`src/rtl/f_pc_fd_stage.sv`:
```
// ---------------------------------------------------------------------------
// f_pc_fd_stage
//   Fetch-side PC register, next-PC selection and F/D pipeline register.
//   Redirects (branch / j / jal / jr) are resolved from the instruction held
//   in D. There is no flush, so the delay-slot instruction (fetched while the
//   redirecting instruction sits in D) always enters D.
//
// Parameters
//   PC_RESET : PC after reset and the instruction-memory base address.
//   IM_AW    : instruction-memory word-address width.
//
// Ports
//   clk           in   rising-edge clock
//   reset_n       in   asynchronous active-low reset
//   stall         in   freeze PC and F/D register
//   npc_op        in   00 seq, 01 branch, 10 j/jal, 11 jr
//   cmp_jump      in   branch condition from the D comparator
//   rs_data       in   forwarded GPR[rs], jr target
//   im_instr      in   instruction read from IM at im_addr
//   im_addr       out  IM word address, relative to PC_RESET
//   F_pc          out  current fetch PC
//   F_pc_misalign out  F_pc not word aligned
//   D_instr       out  instruction in D
//   D_pc          out  PC of D_instr
//   D_pc8         out  D_pc + 8 (link value)
//   D_valid       out  D holds a fetched instruction
// ---------------------------------------------------------------------------
module f_pc_fd_stage #(
  parameter logic [31:0] PC_RESET = 32'h0000_3000,
  parameter int          IM_AW    = 12
) (
  input  logic             clk,
  input  logic             reset_n,
  input  logic             stall,
  input  logic [1:0]       npc_op,
  input  logic             cmp_jump,
  input  logic [31:0]      rs_data,
  input  logic [31:0]      im_instr,
  output logic [IM_AW-1:0] im_addr,
  output logic [31:0]      F_pc,
  output logic             F_pc_misalign,
  output logic [31:0]      D_instr,
  output logic [31:0]      D_pc,
  output logic [31:0]      D_pc8,
  output logic             D_valid
);

  localparam logic [1:0] NPC_SEQ    = 2'b00;
  localparam logic [1:0] NPC_BRANCH = 2'b01;
  localparam logic [1:0] NPC_JUMP   = 2'b10;
  localparam logic [1:0] NPC_JR     = 2'b11;

  logic [31:0] seq_pc;
  logic [31:0] br_off;
  logic [31:0] br_target;
  logic [31:0] j_target;
  logic [31:0] next_pc;
  logic [31:0] im_off;

  assign seq_pc    = F_pc + 32'd4;
  // Offset is sign-extended before the word shift so negative branches work.
  assign br_off    = {{14{D_instr[15]}}, D_instr[15:0], 2'b00};
  assign br_target = D_pc + 32'd4 + br_off;
  assign j_target  = {D_pc[31:28], D_instr[25:0], 2'b00};

  // The reset bubble in D carries no real instruction, so its control
  // inputs are ignored until the first fetched instruction arrives.
  always_comb begin
    next_pc = seq_pc;
    if (D_valid) begin
      case (npc_op)
        NPC_BRANCH: next_pc = cmp_jump ? br_target : seq_pc;
        NPC_JUMP:   next_pc = j_target;
        NPC_JR:     next_pc = rs_data;
        NPC_SEQ:    next_pc = seq_pc;
        default:    next_pc = seq_pc;
      endcase
    end
  end

  // Holding D during a stall keeps any pending redirect alive; it is taken
  // on the first unstalled edge, and only once since D then advances.
  always_ff @(posedge clk or negedge reset_n) begin
    if (!reset_n) begin
      F_pc    <= PC_RESET;
      D_instr <= 32'h0000_0000;
      D_pc    <= PC_RESET;
      D_valid <= 1'b0;
    end else if (!stall) begin
      F_pc    <= next_pc;
      D_instr <= im_instr;
      D_pc    <= F_pc;
      D_valid <= 1'b1;
    end
  end

  // Out-of-range PCs simply wrap in the truncated word address.
  assign im_off        = F_pc - PC_RESET;
  assign im_addr       = im_off[IM_AW+1:2];
  assign F_pc_misalign = |F_pc[1:0];
  assign D_pc8         = D_pc + 32'd8;

endmodule

```
`config.mk`:
```
export PLATFORM = sky130hd
export DESIGN_NAME = f_pc_fd_stage
export DESIGN_NICKNAME = d
export VERILOG_FILES = /design/src/rtl/f_pc_fd_stage.sv
export SDC_FILE = /design/constraint.sdc
export NUM_CORES = 1
export LEC_CHECK = 0
export CAP_MARGIN = 10
export CORE_ASPECT_RATIO = 0.9
export CORE_MARGIN = 8
export CORE_UTILIZATION = 40
export CTS_BUF_LIST = sky130_fd_sc_hd__clkbuf_16
export DETAILED_ROUTE_END_ITERATION = 10
export HOLD_SLACK_MARGIN = 0.06
export PLACE_DENSITY_LB_ADDON = 0.08
export SYNTH_ARGS = -nofsm -noshare
export SYNTH_HDL_FRONTEND = slang
export SYNTH_SLANG_ARGS = --single-unit
```
`constraint.sdc`:
```
create_clock -name clk -period 4.4 [get_ports clk]
set_clock_uncertainty 0.15 [all_clocks]
set_input_delay 0.44 -clock clk [delete_from_list [all_inputs] [get_ports clk]]
set_output_delay 0.44 -clock clk [all_outputs]
set_load 0.1 [all_outputs]
```
==> results of run 1 <==
[layer usage]
layer  GRT usage [%]  vias up  wire length [um]
met3           5.582       34              2078
met1           30.18     3561             12340
li1                -     3468                 -
met4           5.729        0               494
met5               0        -                 0
met2           34.33      275             12190
[stage by stage]
| step | cells | setup slack (ps) |
|---|---|---|
| after CTS | 1275 | 591.9 |
| after global placement | 1259 | 837.3 |
| after detailed placement | 1259 | 737.1 |
| after global routing | 1275 | 303.4 |
| final | 1275 | 530.1 |
| after floorplan | 842 | 92.88 |
[report_power, final]
group          internal (mW)  total [mW]  switching, mW  leakage [nW]
logic                   1.31        4.76           3.45          3.13
clock network          0.397       0.809          0.412         0.140
registers               1.08        1.46          0.379          1.15
[Yosys cell counts, drive strengths merged, types with 6 or more instances]
master  count  area share, %
o21bai      6           0.58
a21oi      47            3.0
inv        18           0.87
nor2       42            2.0
and4        7           0.82
ha         60            9.6
clkbuf     33            1.9
mux2       64            9.3
a22oi       9           0.87
o22ai       9           0.90
mux2i      25            3.2
xnor2      34            3.8
dfrtp      93             30
a22o        7           0.79
o21ai      62            4.1
nand4      15            1.3
a21o       20            1.9
a211oi      6           0.64
a221oi      7           0.87
nor4        6           0.87
and3       11           0.88
buf        25            2.2
nor3       10           0.70
nand2      86            4.1
xor2       23            2.6
nand3      36            2.5
a31oi       9           0.80
[path summary, 6_finish.rpt]
check	startpoint	endpoint	slack (ps)	cells past startpoint
setup / recovery	D_pc[12]$_DFFE_PN1N_	D_pc8[31]	530	9
hold / removal	reset_n	D_pc[26]$_DFFE_PN0N_	70	1
setup reg to reg	D_pc[3]$_DFFE_PN0N_	F_pc[29]$_DFFE_PN0N_	630	11
hold reg to reg	D_instr[31]$_DFFE_PN0N_	D_instr[31]$_DFFE_PN0N_	360	1
max in group asynchronous	reset_n	D_instr[7]$_DFFE_PN0N_	3010	2
min in group clk	stall	D_pc[31]$_DFFE_PN0N_	310	3
[critical path, delay by kind of cell, from the launching register on]
family,cells,cell delay (ps)
XOR/XNOR,1,160
buffers and inverters,1,300
flip-flops,1,570
AND/OR/NAND/NOR,7,1880
[state kept, by name (all words and copies together), names as in the netlist]
signal	cells
D_instr	32
D_pc	32
D_valid	1
F_pc	32
[cell families (layout without fill, tap and decap cells)]
| group | Yosys count | after routing |
|---|---|---|
| muxes | 89 | 89 |
| AOI/OAI and AO/OA | 220 | 220 |
| xor gates and xnor gates | 57 | 57 |
| and+or+nand+nor | 242 | 242 |
| DFF | 97 | 97 |
| adders and majority gates | 61 | 61 |
| buffers and inverters | 76 | 259 |
[placed cells by master (no fill, tap or decap), types with 29 or more instances in the layout]
cell type,Yosys,routed
dfrtp_1,93,93
buf_4,15,39
nor2_1,42,42
clkdlybuf4s50_1,0,185
ha_1,60,60
o21ai_0,58,58
a21oi_1,47,47
nand3_1,33,33
mux2_2,63,63
xnor2_1,34,29
nand2_1,86,86
[area by class of cell]
type / count / area [sq um] / share of cell area (%)
Sequential cell: 97 / 2432 / 23.61
Clock inverter: 7 / 65.06 / 0.6316
Multi-Input combinational cell: 669 / 5049 / 49.01
Inverter: 18 / 67.56 / 0.6559
Tap cell: 250 / 312.8 / 3.037
Clock buffer: 9 / 225.2 / 2.186
Timing Repair Buffer: 225 / 2150 / 20.87
==> impl_metrics.ini, run 1 <==
[pwr]
power_density_nw_per_um2 = 682.2
ir_drop_mv = 0.4179
power_mw = 7.027
p_leak_nw = 4.421

[global_routing]
grt_first_pass_wirelength_mm = 42.56
grt_overflow_total = 0
antenna_found_initial = 0
grt_max_degree = 77
gr-usage-all-layers_pct = 22.18
grt_pass1_vias = 7314

[timing]
finalSetupTns_ps = 0
finalCritPeriodShare_pct = 87.95
finalSetupViolations = 0
hold_violations = 0
max_slew_margin_pct = 31.39
drv_slew = 0
rsz0062_at_grt = no
holdWs_ps = 70.24
tightestPinTransition_ps = 1026
max_freq_mhz = 258.4
fin_crit_ps = 3870

[final_layout]
fin_util_pct = 53.77
final_nets = 1151
drive_gt1_share_pct = 15.02
diodes = 0
syn_to_final_growth_pct = 31.90
final_area_sq_um = 10300
fillers = 1816

[logic_synthesis]
synth_edf_count = 0
syn_avg_cell_area_sq_um = 9.276
synth-seq-cells = 97
synth_top_family_by_area = compound AO/OA/AOI/OAI gates
synthAdderAreaFrac_pct = 9.869
synth_area_sq_um = 7810
ys_types = 82
syn_inst = 842
synthMuxAreaShare_pct = 12.48
synth.net_count = 973
synth-xor-area-share_pct = 6.392
ys.flop_type = dfrtp_1
ys_seq_area_share_pct = 31.14
ys.warnings.count = 0
synthSimpleGateAreaFrac_pct = 15.89
synth-compound-area-share_pct = 19.34
synthArstFlopShare_pct = 100.0

[clocking]
cts_root_buf = clkbuf_16
cts_htree_levels = 3
clkSinkCount = 97
cts_inserted_buffers = 9
postCtsSetupBuffers = 0
clock_latency_ps = 360
clkTransAtPathRegs_ps = 80
cts_resized = 0
cts_max_path_buffers = 2
cts_tree = built
postCtsHoldBufs = 0

[worst_setup_path]
cp-start-kind = flop
critPathMostFrequentCell = and3_1
crit_fanout = 5
arrival_ps = 3280
crit_type = reg2out
cp_cell_sequence = and3_1 -> and2_1 -> and3_1 -> and4_1 -> nand2_1 -> nor3_1 -> nand3_1 -> xnor2_2 -> buf_4
crit_required_ps = 3810
cpPeakStageDelay_ps = 630
slowest_stage = nor3_1
cp-end-kind = output port

[drt]
post_drt_wl_per_cell_um = 21.25
drt-total-wl_mm = 27.10
vias_per_cell = 5.755
drt_pass1_iterations = 6
ant_nets = 0
drc_errors = 0
vias = 7338
drt_iter0_drc = 519

[floorplanning]
rows = 48
ioPinCount = 212
dieArea_sq_um = 24260
fp.coreArea_sq_um = 19160
initial_utilization_pct = 40.77
dieWidth_um = 163.3
die-height_um = 148.6

[outcome]
outcome = complete, no violations

[place]
hpwl_mm = 20.41
place_congestion = 0.8645
place_area_sq_um = 10010
port-buffer-count = 211

[hold_path]
min_path_type = in2async

[job]
maxCapViolCount = 0
Power figures use the tool's default switching activity.
==> inputs of run 2 (changes only) <==
- SLEW_MARGIN: default -> 30
==> run 2 against run 1 <==
Against the previous run:
- global-route usage is the same
- via count is essentially flat
- worst hold slack gained 240 ps
- utilization is essentially flat
- register-to-register slack is essentially flat
- sequential power is essentially flat
- sequential share of layout area is essentially flat
- first-iteration DRC count grew 3.3%
- non-clock buffer count grew 1
- clock power is essentially flat
==> impl_metrics.ini, run 2 (synthesis gave the netlist of run 1 again) <==
[timing]
max_freq_mhz = 258.4
finalCritPeriodShare_pct = 87.96
finalSetupViolations = 0
drv_slew = 0
finalWorstSetupSlack_ps = 529.9
max_slew_margin_pct = 32.58
holdWs_ps = 308.4
rsz0062_at_grt = no
finalSetupTns_ps = 0
hold_violations = 0
tightestPinTransition_ps = 1008
fin_crit_ps = 3870

[place]
place_congestion = 0.8645
pre_cts_slack_ps = 737.1
port-buffer-count = 211
hpwl_mm = 20.41

[hold_path]
min_path_type = in2reg
hold_path.startpoint = stall
hold_end = D_pc[27]$_DFFE_PN0N_
worst_hold_path.num_cells = 3

[final_layout]
reg_top3 = D_instr (32), D_pc (32), F_pc (32)
seq_area_sq_um = 2432
final_cell_mix = clkdlybuf4s50_1 (183), dfrtp_1 (93), nand2_1 (86)
final_nets = 1152
syn_to_final_growth_pct = 31.95
final_common_cell = clkdlybuf4s50_1
multiInputGateArea_sq_um = 5049
diodes = 0
fillers = 1817
drive_gt1_share_pct = 15.20

[clocking]
cts_htree_levels = 3
clkTransAtPathRegs_ps = 80
cts_inserted_buffers = 9
cts_resized = 0
postCtsHoldBufs = 0
postCtsSetupBuffers = 0
clock_latency_ps = 360
cts_root_buf = clkbuf_16
clkSinkCount = 97
cts_max_path_buffers = 2
cts_tree = built

[global_routing]
gr-usage-met3_pct = 5.582
antenna_found_initial = 0
grt_overflow_total = 0
grtUsageMet2_pct = 34.33
grt_max_degree = 77
top_usage_layer = met2
grt_first_pass_wirelength_mm = 42.56
gr-usage-all-layers_pct = 22.18
grt_pass1_vias = 7314
use_met1_pct = 30.18

[worst_setup_path]
cp_cell_sequence = and3_1 -> and2_1 -> and3_1 -> and4_1 -> nand2_1 -> nor3_1 -> nand3_1 -> xnor2_2 -> buf_4
crit_type = reg2out
crit_fanout = 5
reg2reg_from = D_pc[3]$_DFFE_PN0N_
cp-end-kind = output port
critical_path_buf_inv_count = 1
arrival_ps = 3280
r2r_slack_ps = 640
crit_required_ps = 3810
critPathTopFamily = simple AND/OR/NAND/NOR gates
r2r_cells = 11
critPathMostFrequentCell = and3_1
cp-start-kind = flop
slowest_stage = nor3_1
reg2reg_to = F_pc[29]$_DFFE_PN0N_
startpoint = D_pc[12]$_DFFE_PN1N_
cpPeakStageDelay_ps = 630

[floorplanning]
initial_utilization_pct = 40.77
rows = 48
fp.coreArea_sq_um = 19160
die-height_um = 148.6
dieArea_sq_um = 24260
ioPinCount = 212
dieWidth_um = 163.3

[pwr]
p_leak_nw = 4.426
switchingPower_mw = 4.238
p_int_mw = 2.786
power_density_nw_per_um2 = 681.6
switching_share_pct = 60.34
p_comb_share_pct = 67.7
ir_drop_mv = 0.4179
pwr-share-seq_pct = 20.8
power_mw = 7.024
pwr-share-clk_pct = 11.5

[drt]
vias = 7342
drt-total-wl_mm = 27.10
drt_pass1_iterations = 7
vias_per_cell = 5.754
drt_iter0_drc = 536
ant_nets = 0
post_drt_wl_per_cell_um = 21.24
drc_errors = 0

[job]
maxCapViolCount = 0

[outcome]
outcome = complete, no violations
run 2: cell type report:
type                       instances  area share (%)
multi-input combinational        669           48.99
sequential                        97           23.60
timing repair buffer             226           20.90
tap                              250           3.035
clock buffer                       9           2.186
inverter                          18          0.6557
clock inverter                     7          0.6314
run 2: worst min-delay path, delay by kind of cell:
| kind | cells | cell delay [ps] |
|---|---|---|
| buffers and inverters | 1 | 200 |
| and+or+nand+nor | 2 | 150 |
run 2: per-layer routing:
layer  part of all wire, %  wire length [um]
met1                    46             12420
met2                    45             12140
met3                   7.3              1986
met4                   2.1               558
met5                     0                 0
run 2: how the worst max path moves through the flow:
stage / end / slack [ps] / cells after the start
CTS: D_pc8[31] / 590 / 9
global route: D_pc8[31] / 300 / 9
floorplan: D_pc8[23] / 90 / 8
detailed placement: F_pc[29]$_DFFE_PN0N_ / 740 / 11
global placement: F_pc[29]$_DFFE_PN0N_ / 840 / 11
finish: D_pc8[31] / 530 / 9
run 2: through the flow:
step                utilization (%)  cells  instance area [sq um]
floorplan                         -    842                   7863
detailed placement            52.25   1259                  10010
global placement              52.25   1259                  10010
global route                  53.79   1276                  10300
CTS                           53.77   1275                  10300
finish                        53.79   1276                  10300
run 2: power by group through the flow:
stage	Clock (mW)	Sequential (mW)	Combinational, mW
finish	0.810	1.46	4.75
global route	0.866	1.50	5.02
CTS	0.826	1.46	4.78
detailed placement	0	1.48	4.75
global placement	0	1.47	4.74
floorplan	0	2.70	2.42
==> inputs of run 3 (changes only) <==
- CTS_CLUSTER_DIAMETER: default -> 80
==> results of run 3 <==
No change in the layout: final DEF, timing and power equal those of run 2.
